## src/rtl/mem_stage_dcache_ctrl.sv

```systemverilog
// MEM-stage data-cache sequencer: word/byte loads and stores plus two-access LDI/STI (pointer fetch, then data).
// Latency: request cycle + one cycle per cache access until dcache_resp, then DONE (2 cycles plain, 3 indirect on 1-cycle hits).
// Backpressure: stall freezes upstream while an access is outstanding; DONE is held while hold=1 so nothing reissues.
// Optional: define DCACHE_PERF_CNT_EN to add saturating perf_accesses / perf_stall_cycles counters.
module mem_stage_dcache_ctrl #(
    parameter int ADDR_W = 16,
    parameter int DATA_W = 16
) (
    input  logic              clk,
    input  logic              reset_n,
    input  logic              valid,
    input  logic              dcacheR,
    input  logic              dcacheW,
    input  logic              indirect,
    input  logic              byte_op,
    input  logic [ADDR_W-1:0] addr,
    input  logic [DATA_W-1:0] wdata,
    input  logic              hold,
    output logic              stall,
    output logic [DATA_W-1:0] rdata_out,
    output logic              dcache_read,
    output logic              dcache_write,
    output logic [ADDR_W-1:0] dcache_address,
    output logic [DATA_W-1:0] dcache_wdata,
    output logic [1:0]        dcache_byte_enable,
    input  logic [DATA_W-1:0] dcache_rdata,
    input  logic              dcache_resp
`ifdef DCACHE_PERF_CNT_EN
    ,
    output logic [15:0]       perf_accesses,
    output logic [15:0]       perf_stall_cycles
`endif
);

    localparam logic [1:0] IDLE   = 2'd0;
    localparam logic [1:0] PTR    = 2'd1;
    localparam logic [1:0] ACCESS = 2'd2;
    localparam logic [1:0] DONE   = 2'd3;

    logic [1:0]        state;
    logic [ADDR_W-1:0] lat_addr;
    logic [DATA_W-1:0] lat_wdata;
    logic              lat_byte;
    logic              lat_write;
    logic              lat_ind;
    logic [ADDR_W-1:0] ptr_reg;

    logic              req;
    logic              resp_accept;
    logic [ADDR_W-1:0] ea;
    logic [DATA_W-1:0] load_fmt;

    assign req         = valid & (dcacheR | dcacheW);
    assign resp_accept = dcache_resp & ((state == PTR) | (state == ACCESS));
    assign ea          = lat_ind ? ptr_reg : lat_addr;

    // Load formatting: byte loads pick the lane addressed by ea[0] and sign-extend it.
    always_comb begin
        load_fmt = dcache_rdata;
        if (lat_byte) begin
            if (ea[0])
                load_fmt = {{(DATA_W-8){dcache_rdata[15]}}, dcache_rdata[15:8]};
            else
                load_fmt = {{(DATA_W-8){dcache_rdata[7]}}, dcache_rdata[7:0]};
        end
    end

    // Cache strobes and stall are decoded from state and the latched request, so they hold steady until resp.
    always_comb begin
        stall              = 1'b0;
        dcache_read        = 1'b0;
        dcache_write       = 1'b0;
        dcache_address     = '0;
        dcache_wdata       = '0;
        dcache_byte_enable = 2'b00;
        case (state)
            IDLE: begin
                // Gated by reset so a live request cannot show stall while the block is held in reset.
                stall = req & reset_n;
            end
            PTR: begin
                stall              = 1'b1;
                dcache_read        = 1'b1;
                dcache_address     = {lat_addr[ADDR_W-1:1], 1'b0};
                dcache_byte_enable = 2'b11;
            end
            ACCESS: begin
                stall          = 1'b1;
                dcache_read    = ~lat_write;
                dcache_write   = lat_write;
                dcache_address = {ea[ADDR_W-1:1], 1'b0};
                if (lat_byte) begin
                    dcache_byte_enable = ea[0] ? 2'b10 : 2'b01;
                    dcache_wdata       = {lat_wdata[7:0], lat_wdata[7:0]};
                end else begin
                    dcache_byte_enable = 2'b11;
                    dcache_wdata       = lat_wdata;
                end
            end
            default: begin
                // DONE: access complete, pipeline free to advance once hold drops.
            end
        endcase
    end

    // Sequencer: latch the request, walk pointer/data accesses on each resp, park in DONE while held.
    always_ff @(posedge clk or negedge reset_n) begin
        if (!reset_n) begin
            state     <= IDLE;
            lat_addr  <= '0;
            lat_wdata <= '0;
            lat_byte  <= 1'b0;
            lat_write <= 1'b0;
            lat_ind   <= 1'b0;
            ptr_reg   <= '0;
            rdata_out <= '0;
        end else begin
            case (state)
                IDLE: begin
                    if (req) begin
                        lat_addr  <= addr;
                        lat_wdata <= wdata;
                        lat_byte  <= byte_op;
                        lat_write <= dcacheW;   // R and W together resolve to a write
                        lat_ind   <= indirect;
                        state     <= indirect ? PTR : ACCESS;
                    end
                end
                PTR: begin
                    if (dcache_resp) begin
                        ptr_reg <= dcache_rdata;
                        state   <= ACCESS;
                    end
                end
                ACCESS: begin
                    if (dcache_resp) begin
                        if (!lat_write)
                            rdata_out <= load_fmt;
                        state <= DONE;
                    end
                end
                default: begin
                    if (!hold)
                        state <= IDLE;
                end
            endcase
        end
    end

`ifdef DCACHE_PERF_CNT_EN
    // Saturating counters of accepted cache responses and stalled cycles.
    always_ff @(posedge clk or negedge reset_n) begin
        if (!reset_n) begin
            perf_accesses     <= '0;
            perf_stall_cycles <= '0;
        end else begin
            if (resp_accept && (perf_accesses != 16'hFFFF))
                perf_accesses <= perf_accesses + 16'd1;
            if (stall && (perf_stall_cycles != 16'hFFFF))
                perf_stall_cycles <= perf_stall_cycles + 16'd1;
        end
    end
`else
    logic unused_resp_accept;
    assign unused_resp_accept = resp_accept;
`endif

endmodule

```

## config.mk

```make
export PLATFORM = sky130hd
export DESIGN_NAME = mem_stage_dcache_ctrl
export DESIGN_NICKNAME = d
export VERILOG_FILES = /design/src/rtl/mem_stage_dcache_ctrl.sv
export SDC_FILE = /design/constraint.sdc
export NUM_CORES = 1
export LEC_CHECK = 0
export BUFFER_PORTS_ARGS = -buffer_cell sky130_fd_sc_hd__buf_2
export CORE_MARGIN = 2
export CORE_UTILIZATION = 35
export DETAILED_ROUTE_END_ITERATION = 6
export GPL_TIMING_DRIVEN = 1
export SKIP_LAST_GASP = 1
export SLEW_MARGIN = 20
export SYNTH_ARGS = -nofsm -noshare
export SYNTH_HDL_FRONTEND = slang
export SYNTH_SLANG_ARGS = --single-unit
```

## constraint.sdc

```tcl
create_clock -name clk -period 3.2 [get_ports clk]
set_clock_uncertainty 0.15 [all_clocks]
set_input_delay 0.32 -clock clk [delete_from_list [all_inputs] [get_ports clk]]
set_output_delay 0.32 -clock clk [all_outputs]
set_load 0.02 [all_outputs]
```

==> results.json <==
{
  "pwr-share-comb_pct": 48.2,
  "route.detailed.drc": 0,
  "antenna_found_initial": 0,
  "setup_viol": 0,
  "hold_viol": 0,
  "critPathKind": "reg2out",
  "cp_cell_sequence": "inv_1 > ha_1 > buf_4 > a21oi_1 > nor2b_1 > buf_2",
  "synth_top_area_share_pct": 48.8,
  "dieArea_um2": 10900,
  "synth.most_common_cell": "nand2_1",
  "grt_pass1_wl_um": 14700,
  "fmax_mhz": 382,
  "drtAntennaViolNets": 0,
  "cts_root_buf": "clkbuf_8",
  "cts_hold_buf": 5,
  "clk_latency_ps": 340,
  "p_seq_share_pct": 34.3,
  "wl_um": 8740,
  "yosysTopAreaCell": "dfrtp_1",
  "power_report.internal_total_mw": 2.74,
  "crit_path_start_kind": "flop",
  "period_needed_ps": 2620,
  "hpwlAfterDp_um": 6340,
  "whs_ps": 17.0,
  "track_usage_pct": 17.0,
  "maxCapViolations": 0,
  "finalNetCount": 533,
  "ys_ff_latch": 69,
  "hp-class": "in2reg",
  "cts_max_level": 3,
  "path_clk_slew_ps": 80,
  "syn_area_per_cell_um2": 9.71,
  "row_count": 36,
  "vias_per_cell": 4.66,
  "ios": 110,
  "crit_required_ps": 2730,
  "rsz0062_at_grt": "false",
  "power_leakage_nw": 2.30,
  "seq_area_frac_synth_pct": 48.8,
  "synth_cell_types": 32,
  "synth_commonest_cells": "nand2_1 (112), dfrtp_1 (69), mux2_2 (34), nor2b_1 (25), mux2i_1 (16)",
  "post_cts_buffers": 0,
  "synth_cells": 364,
  "p_clk_share_pct": 17.5,
  "maxSlewHeadroom_pct": 41.3,
  "die_x_um": 104,
  "cts_tree": "done",
  "power.switching_mw": 1.98,
  "crit_path_top_delay_cell": "dfrtp_1",
  "arrival_ps": 2150,
  "antennaDiodeCount": 0,
  "io_buffer_count": 108,
  "cp_max_fo": 25,
  "vias": 2845,
  "fin_crit_sh_pct": 81.7,
  "grt_max_degree": 70,
  "layout-drive-gt1-share_pct": 35.6,
  "synth-edff-count": 0,
  "cts.sinks": 69,
  "cpPeakStageDelay_ps": 430,
  "grt_pass1_vias": 2870,
  "cts_buffers": 9,
  "status": "complete, no violations",
  "initialDrtViolationCount": 129,
  "synth_area_um2": 3530,
  "async_flop_share_pct": 100,
  "wire_per_inst_um": 14.3,
  "tightest_slew_ps": 880,
  "area_delta_synth_final_pct": 26.2,
  "ys_top_cells_by_area": "dfrtp_1 (49%), nand2_1 (12%), mux2_2 (11%)",
  "power.density_nw_per_um2": 1060,
  "grt_overflow": 0,
  "peakVddDrop_uv": 614,
  "synth_nets": 425,
  "die_h_um": 104,
  "synthFlopType": "dfrtp_1",
  "report.final.slew_viol_count": 0,
  "core_area_um2": 9770,
  "cts_resized": 0,
  "switching_share_pct": 41.9,
  "end_kind": "primary output",
  "gp_congestion": 0.800,
  "firstDrtPassIters": 6,
  "yosys_warnings": 0,
  "fin_tns_setup_ps": 0,
  "initial_core_util_pct": 36.2,
  "clk_path_buf_depth": 2
}
[power groups by stage]
stage               Combinational (mW)  Sequential, mW  Clock (mW)
floorplan                         1.67            1.61           0
global placement                  2.27            1.62           0
detailed placement                2.30            1.64           0
CTS                               2.31            1.62       0.846
global route                      2.52            1.69       0.888
finish                            2.28            1.62       0.825
[per-stage QoR]
stage	instance area (um^2)	util, %	instances	power, mW	worst slack [ps]
finish	4460	45.6	610	4.72	584
global route	4460	45.6	610	5.10	402
CTS	4440	45.4	608	4.77	546
detailed placement	4160	42.6	587	3.94	933
global placement	4160	42.6	587	3.89	972
floorplan	3530	-	364	3.28	1170
[routing by layer]
| metal | wire length [um] | global-route usage (%) |
|---|---|---|
| met1 | 4180 | 23.9 |
| met3 | 501 | 5.26 |
| met4 | 96 | 4.54 |
| met5 | 0 | 0 |
| met2 | 3960 | 25.4 |
[layout by cell type (no fill, tap or decap), types with 2 or more instances in the layout]
master         count
a21oi_1            6
a22oi_1           15
a31oi_1            7
and2_1            10
buf_2            107
buf_4              6
bufinv_16          2
clkbuf_8           9
dfrtp_1           69
dlygate4sd3_1      7
ha_1               4
inv_1              3
inv_6              2
mux2_2            34
mux2i_1           16
nand2_1          112
nand2b_1           7
nor2_1            11
nor2b_1           25
o21ai_0            4
o21ai_1            7
[critical path: cells and delay by family, from the launching register on]
family                   cells  cell delay [ps]
AO/OA/AOI/OAI                1              100
adder cells (fa/ha/maj)      1              420
buffers and inverters        3              620
flip-flops                   1              430
AND/OR/NAND/NOR              1              220
[final timing paths]
path                                                 from                         to  slack (ps)  depth (start not counted)
worst max register to register       state[1]$_DFFE_PN0P_    ptr_reg[14]$_DFFE_PN0P_         960                          4
worst min register to register  lat_wdata[14]$_DFFE_PN0P_  lat_wdata[14]$_DFFE_PN0P_         330                          2
min in group asynchronous                         reset_n   lat_wdata[2]$_DFFE_PN0P_          30                          2
worst max-delay path                 state[0]$_DFFE_PN0P_      dcache_byte_enable[1]         580                          6
worst min-delay path                              addr[0]    lat_addr[0]$_DFFE_PN0P_          20                          3
max in group asynchronous                         reset_n  lat_wdata[15]$_DFFE_PN0P_        2270                          2
[kinds of logic after synthesis]
logic type | after synthesis | share of synthesized area [%]
compound gates | 43 | 8.11
fa+ha+maj | 4 | 1.42
buf+inv | 27 | 4.11
flops | 69 | 48.8
mux | 51 | 16.0
other cells | 1 | 0.106
simple gates | 169 | 21.4
[layout make-up]
type	instances	area [um^2]
Fill cell	1001	5320
Timing Repair Buffer	120	651
Sequential cell	69	1730
Clock inverter	7	105
Tap cell	133	166
Clock buffer	9	124
Multi-Input combinational cell	268	1670
Inverter	4	15.0
Power figures use the tool's default switching activity.
